==> src/rtl/mac_rx_arbiter.sv <==
// mac_rx_arbiter
// Drains four receive MAC ports into one shared ingress FIFO pair, one whole
// frame at a time, using a round-robin choice between ports. Each forwarded
// frame is tagged with its source port. Frames flagged bad, of length zero, or
// longer than MAX_LEN are read out of the source data FIFO and discarded.
//
// Ports:
//   clk, rst        system clock, synchronous active-high reset
//   ptr_fifo_*      per-port frame-pointer FIFOs (empty in, rd out, 4x16 dout in)
//   data_fifo_*     per-port byte data FIFOs (rd out, 4x8 dout in)
//   out_data(_wr)   byte and write strobe toward the ingress data FIFO
//   out_ptr(_wr)    pointer word and write strobe toward the ingress pointer FIFO
//   out_ptr_full    ingress pointer FIFO full
//   out_data_free   free byte locations in the ingress data FIFO
//   frame_cnt       frames forwarded (wrapping)
//   drop_cnt        frames dropped (wrapping)
//   fsm_state       current controller state, for observation
//
// Strobe semantics: every *_rd and *_wr output is a single-cycle transfer
// strobe; a transfer happens in every cycle the strobe is high. Source FIFO
// read data is presented on *_din the cycle after the read strobe. Upstream
// readiness is expressed by ptr_fifo_empty=0; downstream readiness by
// out_ptr_full=0 together with out_data_free covering the whole frame.
module mac_rx_arbiter #(
  parameter int MAX_LEN = 1518
) (
  input  logic        clk,
  input  logic        rst,
  input  logic [3:0]  ptr_fifo_empty,
  output logic [3:0]  ptr_fifo_rd,
  input  logic [63:0] ptr_fifo_din,
  output logic [3:0]  data_fifo_rd,
  input  logic [31:0] data_fifo_din,
  output logic [7:0]  out_data,
  output logic        out_data_wr,
  output logic [15:0] out_ptr,
  output logic        out_ptr_wr,
  input  logic        out_ptr_full,
  input  logic [11:0] out_data_free,
  output logic [15:0] frame_cnt,
  output logic [15:0] drop_cnt,
  output logic [2:0]  fsm_state
);

  localparam logic [11:0] MAX_LEN_W = 12'(MAX_LEN);

  typedef enum logic [2:0] {
    IDLE    = 3'd0,
    PTR_RD  = 3'd1,
    PTR_LAT = 3'd2,
    CHECK   = 3'd3,
    DATA    = 3'd4,
    TAIL    = 3'd5,
    PTR_WR  = 3'd6
  } state_t;

  state_t      state, state_nxt;
  logic [1:0]  sel;
  logic [1:0]  last_grant;
  logic [1:0]  rr_pick;
  logic [1:0]  rr_idx;
  logic        rr_hit;
  logic [11:0] len;
  logic [11:0] cnt;
  logic        bad;
  logic        drop;
  logic        wr_q;
  logic        drop_now;
  logic        room_ok;

  assign fsm_state = state;

  // Round-robin search: offsets 4 down to 1 from last_grant, so the last
  // assignment (smallest offset, i.e. last_grant+1) wins. Offset 4 wraps to
  // last_grant itself, which therefore has the lowest priority.
  always_comb begin
    rr_pick = last_grant;
    rr_hit  = 1'b0;
    rr_idx  = 2'd0;
    for (int k = 4; k >= 1; k--) begin
      rr_idx = last_grant + 2'(k);
      if (!ptr_fifo_empty[rr_idx]) begin
        rr_pick = rr_idx;
        rr_hit  = 1'b1;
      end
    end
  end

  assign drop_now = bad || (len == 12'd0) || (len > MAX_LEN_W);
  assign room_ok  = !out_ptr_full && (out_data_free >= len);

  // Source data FIFO output is already registered; the byte is passed through
  // in the cycle its write strobe is up and held at 0 otherwise.
  assign out_data    = wr_q ? data_fifo_din[{sel, 3'b000} +: 8] : 8'h00;
  assign out_data_wr = wr_q;

  always_comb begin
    state_nxt    = state;
    ptr_fifo_rd  = 4'b0000;
    data_fifo_rd = 4'b0000;
    out_ptr_wr   = 1'b0;
    case (state)
      IDLE:    if (rr_hit) state_nxt = PTR_RD;
      PTR_RD: begin
        ptr_fifo_rd[sel] = 1'b1;
        state_nxt        = PTR_LAT;
      end
      PTR_LAT: state_nxt = CHECK;
      CHECK: begin
        // A forward frame waits here for room; no other port is served meanwhile.
        if (drop_now)     state_nxt = (len == 12'd0) ? IDLE : DATA;
        else if (room_ok) state_nxt = DATA;
      end
      DATA: begin
        data_fifo_rd[sel] = 1'b1;
        if (cnt == 12'd1) state_nxt = TAIL;
      end
      TAIL:    state_nxt = PTR_WR;
      PTR_WR: begin
        out_ptr_wr = !drop;
        state_nxt  = IDLE;
      end
      default: state_nxt = IDLE;
    endcase
  end

  always_ff @(posedge clk) begin
    if (rst) begin
      state      <= IDLE;
      sel        <= 2'd0;
      last_grant <= 2'd3;
      len        <= 12'd0;
      bad        <= 1'b0;
      cnt        <= 12'd0;
      drop       <= 1'b0;
      wr_q       <= 1'b0;
      out_ptr    <= 16'h0000;
      frame_cnt  <= 16'h0000;
      drop_cnt   <= 16'h0000;
    end else begin
      state <= state_nxt;
      wr_q  <= (state == DATA) && !drop;
      case (state)
        IDLE:    if (rr_hit) sel <= rr_pick;
        PTR_RD:  last_grant <= sel;
        PTR_LAT: begin
          len <= ptr_fifo_din[{sel, 4'h0} +: 12];
          bad <= ptr_fifo_din[{sel, 4'hF}];
        end
        CHECK: begin
          if (drop_now) begin
            drop     <= 1'b1;
            cnt      <= len;
            drop_cnt <= drop_cnt + 16'd1;
          end else if (room_ok) begin
            drop    <= 1'b0;
            cnt     <= len;
            out_ptr <= {sel, 2'b00, len};
          end
        end
        DATA:    cnt <= cnt - 12'd1;
        PTR_WR:  if (!drop) frame_cnt <= frame_cnt + 16'd1;
        default: ;
      endcase
    end
  end

endmodule

==> config.mk <==
export PLATFORM = sky130hd
export DESIGN_NAME = mac_rx_arbiter
export DESIGN_NICKNAME = d
export VERILOG_FILES = /design/src/rtl/mac_rx_arbiter.sv
export SDC_FILE = /design/constraint.sdc
export NUM_CORES = 1
export LEC_CHECK = 0
export ABC_AREA = 1
export CAP_MARGIN = 20
export CORE_AREA = 10 10 116 118
export DETAILED_ROUTE_END_ITERATION = 7
export DIE_AREA = 0 0 126 128
export PLACE_DENSITY = 0.83
export SYNTH_ARGS = -nofsm -noshare
export SYNTH_HDL_FRONTEND = slang
export SYNTH_SLANG_ARGS = --single-unit
==> constraint.sdc <==
create_clock -name clk -period 2.07 [get_ports clk]
set_input_delay 0.414 -clock clk [delete_from_list [all_inputs] [get_ports clk]]
set_output_delay 0.414 -clock clk [all_outputs]
set_load 0.02 [all_outputs]
==> flow_summary.ini, run 1 <==
[status]
outcome = finished with violations
violations = setup timing

[routing]
wirelength_um = 17300
drt_pass1_iterations = 5
detailroute.via_count = 5749
wl_per_cell_um = 15.9
drcViolationCount = 0
vias_per_cell = 5.29
initialDrtViolationCount = 499
route.antenna.remaining_nets = 0

[yosys]
synth.yosys.warnings = 0
syn-instance-count = 755
avg_cell_area_syn_um2 = 6.50
synth_sequential_area_ratio = 0.326
asyncSetResetFlopFracSynth = 0
synth_flop_cell = sky130_fd_sc_hd__dfxtp_1
synth.distinct_cells = 37
synth_edf_count = 0
yosys_register_bits = 80
synthesized_cell_area_mm2 = 0.00491

[finish]
insertedDiodeCount = 0
layout.cells.most_common_list = 157 x sky130_fd_sc_hd__nand2_1, 147 x sky130_fd_sc_hd__clkdlybuf4s50_1, 81 x sky130_fd_sc_hd__nor2_1
num-nets-final = 1071
final_standard_cell_utilization_of_the_core = 0.657
instances_no_fill = 1087
area_delta_synth_final_pct = 50.1
fillerInstances = 957
final_area_mm2 = 0.00737
layout-drive-gt1-share = 0.117
mostFrequentLayoutCell = sky130_fd_sc_hd__nand2_1

[power_and_ir_drop]
report.power.total_w = 0.00666
max_vdd_drop_uv = 569
leakagePower_nw = 3.02
powerDensity_mw_per_mm2 = 904

[clock_tree]
clock_tree_from_tritoncts = built
cts_hold_buf = 0
tritoncts.num_buffers = 9
root_buffer = sky130_fd_sc_hd__clkbuf_16
clkTransAtPathRegs_ps = 60
clk_latency_ps = 330
clock_tree.htree_level_count = 3
clockBufferDepth = 2
cts.sink_count = 80

[critical_path]
reg2regPathDepth = 13
critical_path.max_fanout = 8
regToRegEndpoint = out_ptr[1]
cp_data_required_time_ps = 2280
worstSetupEndpointType = flop
timing.critical_path.from_type = flop
crit_arrival_ps = 2300
crit_type = flop to flop
rrSetupSlack_ps = -20
reg2reg_from = len[8]

[timing]
timing.final.crit_period_ps = 2090
timing.final.hold_violations = 0
finClkSkew_ps = 8.26
timing.final.max_slew_violations = 0
finalWorstSetupSlack_ps = -15.6
max_clock_freq_mhz = 479
setup_violators_final = 1
rsz0062_at_grt = true
final.period_utilization = 1.01

[placed_design]
place_congestion = 0.889
dp_worst_setup_slack_ps = -368
placed_cells_incl_taps = 1068
detailed_place.area_mm2 = 0.00700
port_buffers = 169
detailed_place_hpwl_um = 13100

[global_routing]
first_global_vias = 5316
grt_pass1_wl_um = 27000
track_usage = 0.198
grt_overflow = 0
antenna_found_initial = 0
grt_start_max_net_pins = 50

[floorplanning]
fp.coreArea_mm2 = 0.0112
die_w_um = 126
total_die_area_mm2 = 0.0161
start_util = 0.438
die_y_um = 128
std_cell_rows = 39
pin_count = 184

[min_path]
hold_path_depth = 2
holdPathEnd = out_ptr[11]
min_from = out_ptr[11]
path_type_of_the_worst_min_delay_path = flop to flop

[job]
maxCapViolCount = 0
==> registers in the layout, indices dropped and copies added, names as in the netlist, 2 cells and up <==
register	count
drop_cnt	16
frame_cnt	16
out_ptr	14
cnt	12
len	12
fsm_state	3
last_grant	2
sel	2
==> synth_stat cells (2+ instances only) <==
master	n	area (um2)
sky130_fd_sc_hd__nor2_1	84	315
sky130_fd_sc_hd__o21a_1	2	15.0
sky130_fd_sc_hd__buf_4	3	22.5
sky130_fd_sc_hd__inv_1	76	285
sky130_fd_sc_hd__buf_2	6	30.0
sky130_fd_sc_hd__nand2_2	3	18.8
sky130_fd_sc_hd__a22oi_1	8	60.1
sky130_fd_sc_hd__xnor2_1	5	43.8
sky130_fd_sc_hd__buf_1	4	15.0
sky130_fd_sc_hd__nand3_1	54	270
sky130_fd_sc_hd__a31oi_1	9	56.3
sky130_fd_sc_hd__nand2_1	159	597
sky130_fd_sc_hd__a21oi_1	71	355
sky130_fd_sc_hd__nand4_1	17	106
sky130_fd_sc_hd__nor3_1	28	140
sky130_fd_sc_hd__dfxtp_1	80	1600
sky130_fd_sc_hd__nor2_2	6	37.5
sky130_fd_sc_hd__ha_1	16	200
sky130_fd_sc_hd__clkbuf_1	24	90.1
sky130_fd_sc_hd__nor3_4	2	32.5
sky130_fd_sc_hd__o21ai_0	59	295
sky130_fd_sc_hd__a221oi_1	13	114
sky130_fd_sc_hd__xor2_1	8	70.1
sky130_fd_sc_hd__nand3_2	3	30.0
sky130_fd_sc_hd__o211ai_1	3	22.5
==> cell families after synthesis <==
family,Yosys count,synth area share
simple gates,363,0.328
compound gates,167,0.190
buf+inv,115,0.0920
flops,80,0.326
fa+ha+maj,16,0.0408
xor+xnor,13,0.0232
other cells,1,0.000764
==> area by class of cell <==
class | count | area, um2 | share of cell area
inverters | 77 | 289 | 0.0392
clock buffers | 11 | 243 | 0.0329
multi-input cells | 561 | 2970 | 0.402
well taps | 143 | 179 | 0.0243
clock inverters | 4 | 30.0 | 0.00407
flip-flops and latches | 80 | 1610 | 0.218
repair buffers | 211 | 2060 | 0.279
==> critical path: stages, from the launching register on <==
cell and delay (ps):
sky130_fd_sc_hd__dfxtp_2 330, sky130_fd_sc_hd__inv_1 70, sky130_fd_sc_hd__ha_1 290, sky130_fd_sc_hd__nand2_1 60
sky130_fd_sc_hd__nor2_2 130, sky130_fd_sc_hd__nand2_2 80, sky130_fd_sc_hd__nor2_1 100, sky130_fd_sc_hd__nand2_1 70
sky130_fd_sc_hd__nand2_2 110, sky130_fd_sc_hd__nand3_4 160, sky130_fd_sc_hd__buf_4 200, sky130_fd_sc_hd__clkbuf_16 140
sky130_fd_sc_hd__nor3_1 150, sky130_fd_sc_hd__nor2_1 70
==> how the worst max path moves through the flow <==
stage	startpoint	to	slack [ps]	cells past startpoint
after floorplan	sel[0]	out_data[0]	90	6
after global placement	out_data_free[11]	cnt[5]	-300	14
after detailed placement	out_data_free[11]	out_ptr[6]	-370	12
after CTS	sel[0]	out_data[5]	3	6
after global routing	len[8]	out_ptr[1]	-110	13
final	len[8]	out_ptr[1]	-20	13
==> power by group <==
| group | leakage, nW | internal, W | switching [W] |
|---|---|---|---|
| Combinational | 2.24 | 0.00130 | 0.00194 |
| Sequential | 0.650 | 0.00174 | 0.000220 |
| Clock | 0.132 | 0.000843 | 0.000616 |
==> what timing repair did <==
item / in CTS / in global routing
hold endpoints to repair: 0 / 0
setup buffers: 0 / 2
setup endpoints to repair: 27 / 37
pin swaps: 0 / 15
gates resized for setup: 26 / 45
cloned: 0 / 2
==> through the flow <==
stage | TNS, ps | hold WS [ps]
6_report | -15.6 | 448
5_1_grt | -889 | 472
4_1_cts | 0 | 455
3_5_place_dp | -9660 | 441
3_3_place_gp | -8530 | 434
2_1_floorplan | 0 | 475
==> metal layers <==
layer / wire length [um] / GRT usage / vias to the layer above / share of wire
li1: - / - / 2908 / -
met1: 7300 / 0.255 / 2589 / 0.42
met2: 8470 / 0.331 / 226 / 0.49
met3: 1260 / 0.0401 / 26 / 0.073
met4: 301 / 0.0522 / 0 / 0.017
met5: 0 / 0 / - / 0
(Power assumes the default switching activity.)
==> run 2: changes to the inputs <==
--- a/config.mk
+++ b/config.mk
@@ -8,9 +8,11 @@
 export ABC_AREA = 1
 export CAP_MARGIN = 20
 export CORE_AREA = 10 10 116 118
+export CTS_CLUSTER_DIAMETER = 60
 export DETAILED_ROUTE_END_ITERATION = 7
 export DIE_AREA = 0 0 126 128
 export PLACE_DENSITY = 0.83
 export SYNTH_ARGS = -nofsm -noshare
 export SYNTH_HDL_FRONTEND = slang
 export SYNTH_SLANG_ARGS = --single-unit
+export TNS_END_PERCENT = 20
==> run 2 against run 1 <==
Net effect:
- the run now ends clean
- routed wire length grew 1.5%
- highest routed layer unchanged
- non-clock buffer count grew 5
- largest cell class unchanged
- die area unchanged
- critical path type is now input pin to flop
==> flow_summary.ini, run 2 (synthesis results as in run 1) <==
[clock_tree]
cts.sink_count = 80
clockBufferDepth = 2
clkTransAtPathRegs_ps = 60
tritoncts.num_buffers = 9
clock_tree.htree_level_count = 3
clock_tree_from_tritoncts = built
clk_latency_ps = 340
root_buffer = sky130_fd_sc_hd__clkbuf_16

[floorplanning]
fp.coreArea_mm2 = 0.0112
std_cell_rows = 39
total_die_area_mm2 = 0.0161
die_w_um = 126
die_y_um = 128
start_util = 0.438
pin_count = 184

[min_path]
path_type_of_the_worst_min_delay_path = flop to flop
min_from = out_ptr[11]
holdPathEnd = out_ptr[11]
hold_path_depth = 2

[timing]
finalHoldWorstSlack_ps = 450
final.period_utilization = 0.986
max_clock_freq_mhz = 490
finClkSkew_ps = 8.40
timing.final.hold_violations = 0
timing.final.max_slew_violations = 0
finalWorstSetupSlack_ps = 29.2
rsz0062_at_grt = true
totalNegativeSetupSlack_ps = 0
timing.final.crit_period_ps = 2040
setup_violators_final = 0

[finish]
num-nets-final = 1077
layout-drive-gt1-share = 0.111
layout.cells.most_common_list = 157 x sky130_fd_sc_hd__nand2_1, 149 x sky130_fd_sc_hd__clkdlybuf4s50_1, 81 x sky130_fd_sc_hd__nor2_1
mostFrequentLayoutCell = sky130_fd_sc_hd__nand2_1
area_delta_synth_final_pct = 50.4
fillerInstances = 973
insertedDiodeCount = 0
registers_with_the_most_flip_flops = drop_cnt x16, frame_cnt x16, out_ptr x14

[routing]
vias_per_cell = 5.36
wirelength_um = 17600
drt_pass1_iterations = 5
wl_per_cell_um = 16.1
drcViolationCount = 0
route.antenna.remaining_nets = 0
initialDrtViolationCount = 530
detailroute.via_count = 5864

[power_and_ir_drop]
leakagePower_nw = 3.02
powerDensity_mw_per_mm2 = 934
max_vdd_drop_uv = 501
report.power.total_w = 0.00690

[global_routing]
track_usage = 0.202
first_global_vias = 5439
grt_overflow = 0
grt_pass1_wl_um = 27600
antenna_found_initial = 0
grt_start_max_net_pins = 50

[job]
maxCapViolCount = 0

[placed_design]
port_buffers = 169
dp_worst_setup_slack_ps = -390
place_congestion = 0.914
detailed_place_hpwl_um = 13500

[critical_path]
regToRegEndpoint = out_ptr[6]
reg2reg_from = len[9]
reg2regPathDepth = 12
worstSetupEndpointType = flop
crit_type = input pin to flop
timing.critical_path.from_type = input pin
rrSetupSlack_ps = 40
crit_arrival_ps = 2260
cp_data_required_time_ps = 2290
critical_path.max_fanout = 5

[status]
outcome = completed
==> run 2: final cells by class <==
cell class	count	area [um2]	share of cell area
Timing Repair Buffer	216	2060	0.278
Sequential cell	80	1600	0.217
Clock inverter	5	63.8	0.00864
Multi-Input combinational cell	562	2950	0.400
Clock buffer	11	243	0.0329
Tap cell	143	179	0.0242
Inverter	77	289	0.0391
==> run 2: worst max path at each step <==
stage	end	from	depth (start not counted)	slack [ps]
floorplan	out_data[1]	sel[0]	6	-5
global placement	out_ptr[14]	out_data_free[11]	12	-330
detailed placement	out_ptr[15]	out_data_free[11]	12	-390
CTS	out_data[1]	sel[0]	6	-40
global route	cnt[7]	out_data_free[7]	13	-100
finish	out_ptr[6]	out_data_free[10]	12	30
==> run 2: per-layer routing <==
metal / global-route usage / routed length [um] / part of all wire / up-vias
met5: 0 / 0 / 0 / -
met4: 0.0717 / 473 / 0.027 / 0
met3: 0.0438 / 1170 / 0.067 / 44
met2: 0.331 / 8420 / 0.48 / 234
met1: 0.256 / 7540 / 0.43 / 2674
li1: - / - / - / 2912
==> run 2: critical path, stage by stage <==
cell                              delay, ps
sky130_fd_sc_hd__clkdlybuf4s50_1        420
sky130_fd_sc_hd__ha_1                   290
sky130_fd_sc_hd__nand2_2                 70
sky130_fd_sc_hd__nor2_2                 110
sky130_fd_sc_hd__nand2_1                 80
sky130_fd_sc_hd__nor2_1                 130
sky130_fd_sc_hd__nor2_2                  50
sky130_fd_sc_hd__nand2_2                120
sky130_fd_sc_hd__nand3_4                140
sky130_fd_sc_hd__buf_4                  160
sky130_fd_sc_hd__nor3_1                 190
sky130_fd_sc_hd__nor2_1                  80
==> run 2: through the flow <==
step	utilization	area (um2)	std cells
floorplan	-	4920	756
global placement	0.622	6980	1074
detailed placement	0.622	6980	1074
CTS	0.649	7290	1090
global route	0.658	7390	1094
finish	0.658	7390	1094
==> run 2: repair_timing <==
item | 4_1_cts | 5_1_grt
hold buffers | 0 | 0
pin swaps | 0 | 15
gates cloned | 0 | 1
endpoints found under the setup margin | 32 | 44
hold endpoints to repair | 0 | 0
resized for setup | 29 | 47
buffers inserted | 0 | 3
==> run 2: power breakdown <==
part	internal, W	switching (W)
sequential	0.00173	0.000206
combinational	0.00134	0.00199
clock	0.000977	0.000658
==> run 3: changes to the inputs <==
--- a/config.mk
+++ b/config.mk
@@ -7,10 +7,10 @@
 export LEC_CHECK = 0
 export ABC_AREA = 1
 export CAP_MARGIN = 20
-export CORE_AREA = 10 10 116 118
+export CORE_AREA = 3 3 109 111
 export CTS_CLUSTER_DIAMETER = 60
 export DETAILED_ROUTE_END_ITERATION = 7
-export DIE_AREA = 0 0 126 128
+export DIE_AREA = 0 0 112 114
 export PLACE_DENSITY = 0.83
 export SYNTH_ARGS = -nofsm -noshare
 export SYNTH_HDL_FRONTEND = slang
==> run 3 against run 2 <==
Net effect:
- clock-buffer cell count did not move
- flip-flop and latch count did not move
- critical path type unchanged
- critical path depth did not move
- clock power fell by 33%
- register-to-register slack barely moved
- sequential power barely moved
- global-route usage rose by 3.6 points
- power fell by 9.2%
==> flow_summary.ini, run 3 (synthesis results as in run 1) <==
[power_and_ir_drop]
max_vdd_drop_uv = 528
leakagePower_nw = 2.95
internal_power_summed_over_all_cells_w = 0.00354
powerDensity_mw_per_mm2 = 869
report.power.total_w = 0.00626
power.sequential.fraction = 0.314
switching_share = 0.434
p_switching_w = 0.00272
power.combinational.fraction = 0.510
power_frac_clock = 0.176

[clock_tree]
clockBufferDepth = 2
clkTransAtPathRegs_ps = 80
cts_hold_buf = 0
tritoncts.num_buffers = 9
clock_tree.htree_level_count = 3
cts.sink_count = 80
clk_latency_ps = 350
clock_tree_from_tritoncts = built
root_buffer = sky130_fd_sc_hd__clkbuf_8

[placed_design]
dp_worst_setup_slack_ps = -357
detailed_place_hpwl_um = 12000
detailed_place.area_mm2 = 0.00697
place_congestion = 0.918
port_buffers = 169

[finish]
final_standard_cell_utilization_of_the_core = 0.662
layout-drive-gt1-share = 0.106
layout.cells.most_common_list = 157 x sky130_fd_sc_hd__nand2_1, 148 x sky130_fd_sc_hd__clkdlybuf4s50_1, 82 x sky130_fd_sc_hd__nor2_1
fillerInstances = 980
insertedDiodeCount = 0
num-nets-final = 1067
final_area_mm2 = 0.00721
registers_with_the_most_flip_flops = drop_cnt x16, frame_cnt x16, out_ptr x14
mostFrequentLayoutCell = sky130_fd_sc_hd__nand2_1
area_delta_synth_final_pct = 46.8

[routing]
drt_pass1_iterations = 5
drcViolationCount = 0
route.antenna.remaining_nets = 0
wirelength_um = 15800
wl_per_cell_um = 14.6
vias_per_cell = 5.24
initialDrtViolationCount = 393
detailroute.via_count = 5660

[status]
outcome = completed

[min_path]
path_type_of_the_worst_min_delay_path = flop to flop
hold_path_depth = 2

[floorplanning]
total_die_area_mm2 = 0.0128
die_y_um = 114
fp.coreArea_mm2 = 0.0109
pin_count = 184
die_w_um = 112
start_util = 0.451
std_cell_rows = 38

[critical_path]
worstSetupEndpointType = flop
crit_arrival_ps = 2250
critical_path.max_fanout = 10
crit_type = input pin to flop
cp_data_required_time_ps = 2290
timing.critical_path.from_type = input pin
reg2regPathDepth = 10

[timing]
finalWorstSetupSlack_ps = 32.8
timing.final.crit_period_ps = 2040
setup_violators_final = 0
finClkSkew_ps = 9.12
rsz0062_at_grt = true
timing.final.max_slew_violations = 0
timing.final.hold_violations = 0
max_clock_freq_mhz = 491
final.period_utilization = 0.984

[global_routing]
grt_overflow = 0
antenna_found_initial = 0
grt_pass1_wl_um = 25300
first_global_vias = 5179
grt_start_max_net_pins = 43
track_usage = 0.238

[job]
maxCapViolCount = 0
==> run 3: changes by cell type in the layout (fill, tap and decap cells not counted), moves of 4 or more <==
cell                              previous run  this run
sky130_fd_sc_hd__o21ai_1                     7         1
sky130_fd_sc_hd__clkbuf_8                    1        11
sky130_fd_sc_hd__clkdlybuf4s15_1             4         0
sky130_fd_sc_hd__buf_4                      40        32
sky130_fd_sc_hd__o21ai_0                    53        59
sky130_fd_sc_hd__clkbuf_16                   9         1
sky130_fd_sc_hd__buf_2                       1         5
sky130_fd_sc_hd__buf_6                       6         1
==> run 3: per-layer routing <==
layer,up-vias,GRT usage,wire (um)
met2,212,0.396,7530
met5,-,0,0
li1,2897,-,-
met3,11,0.0393,1060
met1,2540,0.333,7110
met4,0,0.0417,103
==> run 3: critical path, cell delays in order <==
cell                              delay (ps)
sky130_fd_sc_hd__clkdlybuf4s50_1         430
sky130_fd_sc_hd__ha_1                    320
sky130_fd_sc_hd__nand2_1                  70
sky130_fd_sc_hd__nand2_1                  50
sky130_fd_sc_hd__nand2_1                  50
sky130_fd_sc_hd__nand3_1                  60
sky130_fd_sc_hd__nor2_1                  170
sky130_fd_sc_hd__nand2_2                 120
sky130_fd_sc_hd__nand3_4                 130
sky130_fd_sc_hd__nand3_2                 230
sky130_fd_sc_hd__nand2_1                 140
sky130_fd_sc_hd__a21oi_1                  70
==> run 3: final timing paths <==
path	slack (ps)	to	start
worst max-delay path	30	cnt[0]	out_data_free[7]
worst min register to register	450	out_ptr[11]	out_ptr[11]
worst min-delay path	450	out_ptr[11]	out_ptr[11]
worst max register to register	50	cnt[0]	len[5]
==> run 3: power by group through the flow <==
stage / clock [W] / sequential [W] / combinational (W)
final: 0.00110 / 0.00197 / 0.00320
after global routing: 0.00119 / 0.00199 / 0.00355
after CTS: 0.00112 / 0.00195 / 0.00308
after detailed placement: 0 / 0.00198 / 0.00309
after global placement: 0 / 0.00198 / 0.00305
after floorplan: 0 / 0.00196 / 0.00190
==> run 3: timing repair <==
item                       in CTS  in global routing
resized for setup              39                 35
setup endpoints to repair      18                 47
gates cloned                    0                  1
hold endpoints to repair        0                  0
pin swaps                       0                  4
setup buffers                   0                  0
==> run 3: layout make-up <==
cell class / instances / area, um2 / area share
multi-input cells: 561 / 2930 / 0.407
repair buffers: 207 / 2010 / 0.279
flip-flops and latches: 80 / 1610 / 0.223
inverters: 77 / 289 / 0.0401
well taps: 140 / 175 / 0.0243
clock buffers: 11 / 151 / 0.0210
clock inverters: 5 / 38.8 / 0.00538
==> run 3: through the flow <==
| stage | hold WS [ps] | cells | setup TNS (ps) |
|---|---|---|---|
| 2_1_floorplan | 475 | 756 | -37.9 |
| 3_3_place_gp | 437 | 1064 | -8130 |
| 3_5_place_dp | 437 | 1064 | -9750 |
| 4_1_cts | 455 | 1080 | -278 |
| 5_1_grt | 490 | 1081 | -1900 |
| 6_report | 455 | 1081 | 0 |
